`src/rtl/uart_pkg.sv`:
```
// ---------------------------------------------------------------------------
// uart_pkg
// Shared types and helpers for the oversampling UART receiver.
//   rx_state_t    : receive state machine encoding
//   ERR_*         : bit positions of the per-character error flags
//   dataBitCount  : turns the 2-bit character-length select into 5..8
// ---------------------------------------------------------------------------
package uart_pkg;

   typedef enum logic [2:0] {
      IDLE,
      START,
      DATA,
      PARITY,
      STOP,
      WAIT_IDLE
   } rx_state_t;

   localparam int ERR_PARITY = 0;
   localparam int ERR_FRAME  = 1;
   localparam int ERR_BREAK  = 2;

   // The select value is an offset from the shortest character (5 bits).
   function automatic logic [3:0] dataBitCount(input logic [1:0] sel);
      return 4'd5 + {2'b00, sel};
   endfunction

endpackage

```
`src/rtl/sync_fifo_fwft_with_clear.sv`:
```
// ---------------------------------------------------------------------------
// sync_fifo_fwft_with_clear
// Single-clock first-word-fall-through FIFO with a synchronous flush.
//   clk, rst_n        : clock, synchronous active-low reset
//   clear_i           : flush; wins over a same-cycle read or write
//   wr_en_i/wr_data_i : push (ignored when full unless a pop happens too)
//   rd_en_i           : pop head (ignored when empty)
//   rd_data_o         : head entry
//   empty_o, full_o   : status
// ---------------------------------------------------------------------------
module sync_fifo_fwft_with_clear #(
   parameter int DATA_WIDTH            = 8,
   parameter int DEPTH                 = 16,
   parameter int EXTRA_OUTPUT_REGISTER = 0
) (
   input  logic                  clk,
   input  logic                  rst_n,
   input  logic                  clear_i,
   input  logic                  wr_en_i,
   input  logic [DATA_WIDTH-1:0] wr_data_i,
   input  logic                  rd_en_i,
   output logic [DATA_WIDTH-1:0] rd_data_o,
   output logic                  empty_o,
   output logic                  full_o
);

   localparam int AW = $clog2(DEPTH);

   logic [AW:0]           wrPtr_q;
   logic [AW:0]           rdPtr_q;
   logic [DATA_WIDTH-1:0] mem_q [DEPTH];
   logic                  push;
   logic                  pop;

   // Pointers carry one extra wrap bit so full and empty can be told apart.
   assign empty_o = (wrPtr_q == rdPtr_q);
   assign full_o  = (wrPtr_q[AW] != rdPtr_q[AW]) &&
                    (wrPtr_q[AW-1:0] == rdPtr_q[AW-1:0]);

   // A push into a full FIFO is allowed only when the head leaves in the same cycle.
   assign push = wr_en_i & ~clear_i & (~full_o | rd_en_i);
   assign pop  = rd_en_i & ~clear_i & ~empty_o;

   // Pointer bookkeeping; a flush simply realigns both pointers.
   always_ff @(posedge clk) begin
      if (!rst_n) begin
         wrPtr_q <= '0;
         rdPtr_q <= '0;
      end else if (clear_i) begin
         wrPtr_q <= '0;
         rdPtr_q <= '0;
      end else begin
         if (push) wrPtr_q <= wrPtr_q + 1'b1;
         if (pop)  rdPtr_q <= rdPtr_q + 1'b1;
      end
   end

   // Storage array; contents need no reset because the pointers gate them.
   always_ff @(posedge clk) begin
      if (push) mem_q[wrPtr_q[AW-1:0]] <= wr_data_i;
   end

   generate
      if (EXTRA_OUTPUT_REGISTER != 0) begin : g_outReg
         logic [DATA_WIDTH-1:0] head_q;
         // Optional retiming stage on the head path at the cost of a cycle of latency.
         always_ff @(posedge clk) begin
            if (!rst_n) head_q <= '0;
            else        head_q <= mem_q[rdPtr_q[AW-1:0]];
         end
         assign rd_data_o = head_q;
      end else begin : g_noOutReg
         assign rd_data_o = mem_q[rdPtr_q[AW-1:0]];
      end
   endgenerate

endmodule

```
`src/rtl/uart_rx_os_sampler.sv`:
```
// ---------------------------------------------------------------------------
// uart_rx_os_sampler
// Line conditioning and bit timing for the receiver.
//   clk, rst_n   : clock, synchronous active-low reset
//   i_os_tick    : oversample tick (baud x OVERSAMPLE)
//   i_uart_rx    : raw asynchronous serial line
//   i_restart    : realign the bit-time counter (start-bit edge seen)
//   o_rx_sync    : synchronised line
//   o_fall_edge  : synchronised high-to-low transition
//   o_strobe     : one-cycle pulse at the third sample of each bit
//   o_vote       : 2-of-3 majority of the samples, valid with o_strobe
// ---------------------------------------------------------------------------
module uart_rx_os_sampler #(
   parameter int OVERSAMPLE = 16
) (
   input  logic clk,
   input  logic rst_n,
   input  logic i_os_tick,
   input  logic i_uart_rx,
   input  logic i_restart,
   output logic o_rx_sync,
   output logic o_fall_edge,
   output logic o_strobe,
   output logic o_vote
);

   localparam int CNT_W = $clog2(OVERSAMPLE);
   localparam int MID   = OVERSAMPLE / 2;
   localparam logic [CNT_W:0]   PT_EARLY = (CNT_W+1)'(MID - 1);
   localparam logic [CNT_W:0]   PT_MID   = (CNT_W+1)'(MID);
   localparam logic [CNT_W:0]   PT_LATE  = (CNT_W+1)'(MID + 1);
   localparam logic [CNT_W-1:0] CNT_LAST = CNT_W'(OVERSAMPLE - 1);

   logic             sync1_q;
   logic             sync2_q;
   logic             prev_q;
   logic [CNT_W-1:0] tickCnt_q;
   logic [CNT_W:0]   nextCnt;
   logic             early_q;
   logic             mid_q;
   logic             tickRun;

   assign tickRun     = i_os_tick & ~i_restart;
   assign nextCnt     = {1'b0, tickCnt_q} + (CNT_W+1)'(1);
   assign o_rx_sync   = sync2_q;
   assign o_fall_edge = prev_q & ~sync2_q;
   assign o_strobe    = tickRun && (nextCnt == PT_LATE);
   assign o_vote      = (early_q & mid_q) | (early_q & sync2_q) | (mid_q & sync2_q);

   // Two-flop synchroniser plus a delayed copy for edge detection. Everything
   // idles high so a reset never looks like a start bit.
   always_ff @(posedge clk) begin
      if (!rst_n) begin
         sync1_q <= 1'b1;
         sync2_q <= 1'b1;
         prev_q  <= 1'b1;
      end else begin
         sync1_q <= i_uart_rx;
         sync2_q <= sync1_q;
         prev_q  <= sync2_q;
      end
   end

   // Position inside the current bit, counted in os ticks from the start edge.
   // The two earlier vote samples are captured here; the third is the live
   // synchronised line at the strobe tick.
   always_ff @(posedge clk) begin
      if (!rst_n) begin
         tickCnt_q <= '0;
         early_q   <= 1'b1;
         mid_q     <= 1'b1;
      end else if (i_restart) begin
         tickCnt_q <= '0;
      end else if (i_os_tick) begin
         tickCnt_q <= (tickCnt_q == CNT_LAST) ? '0 : nextCnt[CNT_W-1:0];
         if (nextCnt == PT_EARLY) early_q <= sync2_q;
         if (nextCnt == PT_MID)   mid_q   <= sync2_q;
      end
   end

endmodule

```
`src/rtl/uart_rx_os.sv`:
```
// ---------------------------------------------------------------------------
// uart_rx_os
// Oversampling UART receiver with error-tagged RX FIFO.
//   clk, rst_n                  : clock, synchronous active-low reset
//   i_os_tick                   : oversample tick (baud x OVERSAMPLE)
//   i_uart_rx                   : asynchronous serial input
//   i_data_bits/i_parity_en/
//   i_parity_odd/i_stop_bits    : frame format, captured at start detection
//   i_fifo_clear/i_fifo_rd_en   : flush / pop head
//   i_rx_threshold              : level interrupt threshold, 0 disables
//   o_fifo_rd_data/o_fifo_rd_err: head character and {break, frame, parity}
//   o_fifo_empty/full/level     : FIFO status
//   o_threshold, o_timeout      : level and idle-timeout interrupts
//   o_overflow/underflow_error  : one-cycle error pulses
// ---------------------------------------------------------------------------
module uart_rx_os
   import uart_pkg::*;
#(
   parameter int FIFO_DEPTH   = 16,
   parameter int OVERSAMPLE   = 16,
   parameter int TIMEOUT_BITS = 40
) (
   input  logic                            clk,
   input  logic                            rst_n,
   input  logic                            i_os_tick,
   input  logic                            i_uart_rx,
   input  logic [1:0]                      i_data_bits,
   input  logic                            i_parity_en,
   input  logic                            i_parity_odd,
   input  logic                            i_stop_bits,
   input  logic                            i_fifo_clear,
   input  logic                            i_fifo_rd_en,
   input  logic [$clog2(FIFO_DEPTH+1)-1:0] i_rx_threshold,
   output logic [7:0]                      o_fifo_rd_data,
   output logic [2:0]                      o_fifo_rd_err,
   output logic                            o_fifo_empty,
   output logic                            o_fifo_full,
   output logic [$clog2(FIFO_DEPTH+1)-1:0] o_fifo_level,
   output logic                            o_threshold,
   output logic                            o_timeout,
   output logic                            o_overflow_error,
   output logic                            o_underflow_error
);

   localparam int LVL_W    = $clog2(FIFO_DEPTH + 1);
   localparam int CNT_W    = $clog2(OVERSAMPLE);
   localparam int TO_LIMIT = TIMEOUT_BITS * OVERSAMPLE;
   localparam int TO_W     = $clog2(TO_LIMIT + 1);
   localparam logic [CNT_W-1:0] IDLE_LAST = CNT_W'(OVERSAMPLE - 1);
   localparam logic [TO_W-1:0]  TO_MAX    = TO_W'(TO_LIMIT);
   localparam logic [TO_W-1:0]  TO_PRE    = TO_W'(TO_LIMIT - 1);

   rx_state_t        state_q;
   logic [3:0]       nBits_q;
   logic             parEn_q;
   logic             parOdd_q;
   logic             twoStop_q;
   logic [2:0]       bitCnt_q;
   logic [7:0]       data_q;
   logic             parAcc_q;
   logic             parBit_q;
   logic             parErr_q;
   logic             frameErr_q;
   logic             break_q;
   logic [CNT_W-1:0] idleCnt_q;
   logic             wrEn_q;
   logic [10:0]      wrEntry_q;

   logic             rxSync;
   logic             fallEdge;
   logic             strobe;
   logic             vote;
   logic             startDet;
   logic             lastDataBit;
   logic             lastStop;
   logic             frameNow;
   logic             breakNow;
   logic [2:0]       errNow;

   logic [10:0]      rdEntry;
   logic             fifoEmpty;
   logic             fifoFull;
   logic             pushOk;
   logic             popOk;
   logic [LVL_W-1:0] level_q;
   logic             threshold_q;
   logic             overflow_q;
   logic             underflow_q;
   logic [TO_W-1:0]  toCnt_q;
   logic             timeout_q;

   assign startDet = (state_q == IDLE) && fallEdge;

   uart_rx_os_sampler #(
      .OVERSAMPLE (OVERSAMPLE)
   ) u_sampler (
      .clk         (clk),
      .rst_n       (rst_n),
      .i_os_tick   (i_os_tick),
      .i_uart_rx   (i_uart_rx),
      .i_restart   (startDet),
      .o_rx_sync   (rxSync),
      .o_fall_edge (fallEdge),
      .o_strobe    (strobe),
      .o_vote      (vote)
   );

   // Flags as they will stand after the current stop sample. A break is
   // judged on stop 1; a second stop bit can only add a frame error. Parity is
   // meaningless on a break, so it is not reported alongside one.
   always_comb begin
      lastDataBit        = ({1'b0, bitCnt_q} == (nBits_q - 4'd1));
      lastStop           = (bitCnt_q != 3'd0) || !twoStop_q;
      frameNow           = frameErr_q | ~vote;
      breakNow           = (bitCnt_q == 3'd0) ? (~vote & (data_q == 8'd0) & ~parBit_q)
                                              : break_q;
      errNow             = 3'b000;
      errNow[ERR_BREAK]  = breakNow;
      errNow[ERR_FRAME]  = frameNow;
      errNow[ERR_PARITY] = parErr_q & ~breakNow;
   end

   // Receive state machine. Every bit decision happens on a sampler strobe;
   // the finished character is registered and written the following cycle.
   always_ff @(posedge clk) begin
      if (!rst_n) begin
         state_q    <= IDLE;
         nBits_q    <= 4'd8;
         parEn_q    <= 1'b0;
         parOdd_q   <= 1'b0;
         twoStop_q  <= 1'b0;
         bitCnt_q   <= '0;
         data_q     <= '0;
         parAcc_q   <= 1'b0;
         parBit_q   <= 1'b0;
         parErr_q   <= 1'b0;
         frameErr_q <= 1'b0;
         break_q    <= 1'b0;
         idleCnt_q  <= '0;
         wrEn_q     <= 1'b0;
         wrEntry_q  <= '0;
      end else begin
         wrEn_q <= 1'b0;
         case (state_q)
            IDLE: begin
               if (fallEdge) begin
                  state_q    <= START;
                  nBits_q    <= dataBitCount(i_data_bits);
                  parEn_q    <= i_parity_en;
                  parOdd_q   <= i_parity_odd;
                  twoStop_q  <= i_stop_bits;
                  bitCnt_q   <= '0;
                  data_q     <= '0;
                  parAcc_q   <= 1'b0;
                  parBit_q   <= 1'b0;
                  parErr_q   <= 1'b0;
                  frameErr_q <= 1'b0;
                  break_q    <= 1'b0;
               end
            end
            START: begin
               if (strobe) state_q <= vote ? IDLE : DATA;
            end
            DATA: begin
               if (strobe) begin
                  data_q[bitCnt_q] <= vote;
                  parAcc_q         <= parAcc_q ^ vote;
                  if (lastDataBit) begin
                     bitCnt_q <= '0;
                     state_q  <= parEn_q ? PARITY : STOP;
                  end else begin
                     bitCnt_q <= bitCnt_q + 3'd1;
                  end
               end
            end
            PARITY: begin
               if (strobe) begin
                  parBit_q <= vote;
                  parErr_q <= (vote != (parAcc_q ^ parOdd_q));
                  state_q  <= STOP;
               end
            end
            STOP: begin
               if (strobe) begin
                  frameErr_q <= frameNow;
                  break_q    <= breakNow;
                  if (lastStop) begin
                     wrEn_q    <= 1'b1;
                     wrEntry_q <= {errNow, data_q};
                     idleCnt_q <= '0;
                     state_q   <= frameNow ? WAIT_IDLE : IDLE;
                  end else begin
                     bitCnt_q <= 3'd1;
                  end
               end
            end
            WAIT_IDLE: begin
               if (!rxSync) begin
                  idleCnt_q <= '0;
               end else if (i_os_tick) begin
                  if (idleCnt_q == IDLE_LAST) state_q <= IDLE;
                  else                        idleCnt_q <= idleCnt_q + 1'b1;
               end
            end
            default: state_q <= IDLE;
         endcase
      end
   end

   sync_fifo_fwft_with_clear #(
      .DATA_WIDTH            (11),
      .DEPTH                 (FIFO_DEPTH),
      .EXTRA_OUTPUT_REGISTER (0)
   ) u_fifo (
      .clk       (clk),
      .rst_n     (rst_n),
      .clear_i   (i_fifo_clear),
      .wr_en_i   (wrEn_q),
      .wr_data_i (wrEntry_q),
      .rd_en_i   (i_fifo_rd_en),
      .rd_data_o (rdEntry),
      .empty_o   (fifoEmpty),
      .full_o    (fifoFull)
   );

   // Same acceptance rules the FIFO applies internally, used for the level
   // count, error pulses and timeout restarts.
   assign pushOk = wrEn_q & ~i_fifo_clear & (~fifoFull | i_fifo_rd_en);
   assign popOk  = i_fifo_rd_en & ~i_fifo_clear & ~fifoEmpty;

   // Level counter, threshold flag and error pulses, all registered.
   always_ff @(posedge clk) begin
      if (!rst_n) begin
         level_q     <= '0;
         threshold_q <= 1'b0;
         overflow_q  <= 1'b0;
         underflow_q <= 1'b0;
      end else begin
         if (i_fifo_clear)          level_q <= '0;
         else if (pushOk && !popOk) level_q <= level_q + 1'b1;
         else if (popOk && !pushOk) level_q <= level_q - 1'b1;
         threshold_q <= (i_rx_threshold != '0) && (level_q >= i_rx_threshold);
         overflow_q  <= wrEn_q & fifoFull & ~i_fifo_rd_en & ~i_fifo_clear;
         underflow_q <= i_fifo_rd_en & fifoEmpty & ~i_fifo_clear;
      end
   end

   // Idle timeout: counts os ticks while data waits and nothing is arriving.
   // A new write restarts the count but leaves an asserted flag alone; only a
   // read, a flush or a new start bit clears the flag.
   always_ff @(posedge clk) begin
      if (!rst_n) begin
         toCnt_q   <= '0;
         timeout_q <= 1'b0;
      end else if (i_fifo_clear || popOk || startDet) begin
         toCnt_q   <= '0;
         timeout_q <= 1'b0;
      end else if (wrEn_q) begin
         toCnt_q <= '0;
      end else if (i_os_tick && (state_q == IDLE) && (level_q != '0) && (toCnt_q != TO_MAX)) begin
         toCnt_q <= toCnt_q + 1'b1;
         if (toCnt_q == TO_PRE) timeout_q <= 1'b1;
      end
   end

   assign o_fifo_rd_data    = rdEntry[7:0];
   assign o_fifo_rd_err     = rdEntry[10:8];
   assign o_fifo_empty      = fifoEmpty;
   assign o_fifo_full       = fifoFull;
   assign o_fifo_level      = level_q;
   assign o_threshold       = threshold_q;
   assign o_timeout         = timeout_q;
   assign o_overflow_error  = overflow_q;
   assign o_underflow_error = underflow_q;

endmodule

```
`config.mk`:
```
export PLATFORM = sky130hd
export DESIGN_NAME = uart_rx_os
export DESIGN_NICKNAME = d
export VERILOG_FILES = /design/src/rtl/uart_pkg.sv /design/src/rtl/sync_fifo_fwft_with_clear.sv /design/src/rtl/uart_rx_os_sampler.sv /design/src/rtl/uart_rx_os.sv
export SDC_FILE = /design/constraint.sdc
export NUM_CORES = 1
export LEC_CHECK = 0
export BUFFER_PORTS_ARGS = -buffer_cell sky130_fd_sc_hd__buf_4
export CAP_MARGIN = 20
export CORE_MARGIN = 1
export CORE_UTILIZATION = 60
export DETAILED_ROUTE_END_ITERATION = 8
export PLACE_DENSITY_LB_ADDON = 0.3
export SYNTH_ARGS = -nofsm -noshare
export SYNTH_HDL_FRONTEND = slang
export SYNTH_HIERARCHICAL = 1
export SYNTH_SLANG_ARGS = --single-unit
```
`constraint.sdc`:
```
create_clock -name clk -period 3.3 [get_ports clk]
set_input_delay 0.33 -clock clk [delete_from_list [all_inputs] [get_ports clk]]
set_output_delay 0.33 -clock clk [all_outputs]
set_load 0.01 [all_outputs]
```
==> out/metrics.csv <==
stage,metric,value,unit
outcome,outcome,"complete, no violations",
timing,min_period,2.97,ns
clock_network,cts_sinks,260,
grt,grt_max_degree,55,
placement,postPlaceCellArea,0.0117,mm²
synthesis,syn_area_per_cell,14.3,µm²
grt,grt_pass1_wl,38200,µm
placement,dp_hpwl,14600,µm
power_and_ir_drop,p_clk_share,44.6,%
timing,setup_viol,0,
timing,fin_worst_skew,0.0165,ns
placement,dp_cells,1031,
finish,stdcell_count,1080,
power_and_ir_drop,p_int,5.21,mW
power_and_ir_drop,switching_share,19.8,%
timing,worstMarginPinSlew,0.914,ns
drt,viasPerCell,6.36,
floorplan,rows,49,
critical_path,worstSetupStartpointType,flip-flop,
power_and_ir_drop,ir_drop,446,µV
synthesis,yosys_warnings,6,
timing,min_period_over_period,90.1,%
critical_path,cp_max_fo,8,
drt,wl_per_cell,22.3,µm
critical_path,crit_required,3.75,ns
finish,layout_common_cells,"edfxtp_1 (176), dfxtp_1 (82), nand2_1 (55), mux4_2 (55), buf_4 (47)",
synthesis,syn-num-nets,831,
power_and_ir_drop,comb_power_share,2.2,%
finish,multi_input_area,0.00397,mm²
floorplan,die_w,139,µm
clock_network,clockRootBuffer,clkbuf_16,
timing,max_clock_freq,0.336,GHz
clock_network,cts_buffers,26,
finish,fin_nets,873,
critical_path,path_class,flip-flop to flip-flop,
synthesis,synth.distinct_cells,71,
finish,final_common_cell,edfxtp_1,
clock_network,clock_path_buffers,3,
timing,hold_violations,0,
finish,layout-drive-gt1-share,18.4,%
drt,drtPass1Iterations,5,
synthesis,synth_ff_type,edfxtp_1,
synthesis,synth_edf_count,176,
floorplan,io-pin-count,38,
critical_path,critPathCaptureType,flip-flop,
finish,nFillCells,1176,
timing,rsz0062_at_grt,no,
grt,overflow,0,
grt,antenna_found_initial,0,
grt,grt_pass1_vias,6941,
timing,finalMaxSlewViolations,0,
placement,place_congestion,0.826,
power_and_ir_drop,p_leak,4.31,nW
finish,antenna_cells_inserted,0,
critical_path,crit_buf_inv,1,
drt,final_antenna_net_count,0,
finish,regArea,0.00697,mm²
clock_network,path_clk_slew,0.06,ns
timing,hold_ws,0.0665,ns
clock_network,insertion_delay,0.52,ns
synthesis,ys_ff_latch,260,
critical_path,critPathTopFamily,simple AND/OR/NAND/NOR gates,
run,drv_cap,0,
power_and_ir_drop,power.density,516,mW/mm²
floorplan,start_util,62.0,%
clock_network,cts_tree,yes,
floorplan,die_height,139,µm
drt,route.detailed.drc,0,
critical_path,slowest_stage,dfxtp_1,
timing,maxSlewHeadroom,39.0,%
power_and_ir_drop,p_switching,1.29,mW
power_and_ir_drop,power_frac_seq,53.2,%
grt,grt.total_usage,25.8,%
drt,routed_wl,24000,µm
critical_path,max_stage_delay,0.45,ns
floorplan,die-area,0.0193,mm²
drt,dr.first_iter.drc_count,728,
synthesis,synth-seq-area-share,61.9,%
synthesis,syn_inst,789,
critical_path,worstPathArrival,3.43,ns
clock_network,post_cts_buffers,0,
drt,vias,6867,
finish,area_growth,11.9,%
power_and_ir_drop,finalPower,6.50,mW
critical_path,crit_chain,xnor2_1 -> nand4_2 -> nor2_1 -> nor2b_1 -> nor3b_1 -> ha_1 -> inv_1 -> ha_1 -> a21o_1 -> a21oi_1 -> xnor2_1 -> or3_1 -> a21oi_1,
worst_hold_path,min_path_type,input port to flip-flop,
synthesis,netlist_area,0.0112,mm²
placement,io_buffer_count,37,
clock_network,htreeDepth,1,
timing,tns,0,ns
floorplan,core,0.0181,mm²
finish,stdcell_area,0.0126,mm²
synthesis,synth-async-reset-ratio,0,%
area by class of cell:
class	count	area share [%]
clock buffer	36	5.79
clock inverter	12	0.954
inverter	31	0.924
multi-input combinational	462	31.5
sequential	260	55.3
tap	229	2.28
timing repair buffer	50	3.20
state kept, by name (all words and copies together), names as in the netlist, 5 cells and up, named ones only:
register and count:
o_fifo_level 5, wrEntry_q 11, data_q 8, u_fifo/mem_q 176, u_fifo/wrPtr_q 5, toCnt_q 10
u_fifo/rdPtr_q 5
worst min-delay path, stage by stage:
cell,delay [ns]
buf_4,0.10
nand2_1,0.04
a21boi_0,0.06
layer usage:
layer,vias to the layer above,GRT usage (%),routed length (µm)
li1,3078,-,-
met2,296,45.4,12400
met1,3451,33.9,9560
met4,0,6.78,478
met3,42,3.45,1560
met5,-,0,0
final timing paths:
check	startpoint	to	slack, ns	depth (start not counted)
worst max register to register	u_fifo/wrPtr_q[2]$_SDFFE_PP0P_	o_fifo_level[4]$_SDFFE_PP0P_	0.33	13
worst min register to register	u_sampler/sync1_q$_SDFF_PN1_	u_sampler/o_rx_sync$_SDFF_PN1_	0.41	1
worst max-delay path	u_fifo/wrPtr_q[2]$_SDFFE_PP0P_	o_fifo_level[4]$_SDFFE_PP0P_	0.33	13
worst min-delay path	i_parity_en	parEn_q$_SDFFE_PN0P_	0.07	3
power by group through the flow:
stage	clock network (mW)	logic [mW]	registers [mW]
after global placement	0	0.132	3.53
after floorplan	0	0.0946	3.53
final	2.90	0.141	3.46
after detailed placement	0	0.138	3.53
after CTS	2.94	0.140	3.46
after global routing	3.05	0.156	3.46
synth_stat cells, types with 9 or more instances:
master | number | area [µm²]
edfxtp_1 | 176 | 5290
dfxtp_1 | 84 | 1680
mux4_2 | 55 | 1240
nand2_1 | 55 | 206
nor2_1 | 44 | 165
inv_1 | 30 | 113
ha_1 | 25 | 313
a21oi_1 | 20 | 100
and3_1 | 20 | 125
xnor2_1 | 20 | 175
o21ai_0 | 19 | 95.1
a21boi_0 | 18 | 135
nand3_1 | 17 | 85.1
nor2b_1 | 17 | 106
nor3_1 | 15 | 75.1
nand2b_1 | 14 | 87.6
buf_2 | 11 | 55.1
clkbuf_1 | 11 | 41.3
xor2_1 | 11 | 96.3
and2_1 | 10 | 62.6
mux2i_1 | 9 | 90.1
metrics by stage:
step | setup slack [ns] | utilization (%)
after floorplan | 0.600 | -
after global placement | 0.556 | 64.7
after detailed placement | 0.349 | 64.7
after CTS | 0.338 | 69.4
after global routing | 0.0540 | 69.4
final | 0.327 | 69.4
logic make-up (layout without fill, tap and decap cells):
| family | count (synthesis) | after routing | synth area share, % |
|---|---|---|---|
| AOI/OAI and AO/OA | 101 | 101 | 6.16 |
| adders and majority gates | 27 | 27 | 3.05 |
| xor gates and xnor gates | 32 | 32 | 2.62 |
| and+or+nand+nor | 237 | 237 | 11.4 |
| buffers and inverters | 67 | 129 | 2.97 |
| DFF | 260 | 260 | 61.9 |
| muxes | 65 | 65 | 11.9 |
what timing repair did:
| item | 4_1_cts | 5_1_grt |
|---|---|---|
| hold buffers | 1 | 0 |
| hold endpoints to repair | 1 | 0 |
| resized for setup | 0 | 0 |
No activity file was read; power rests on OpenSTA's default activity.
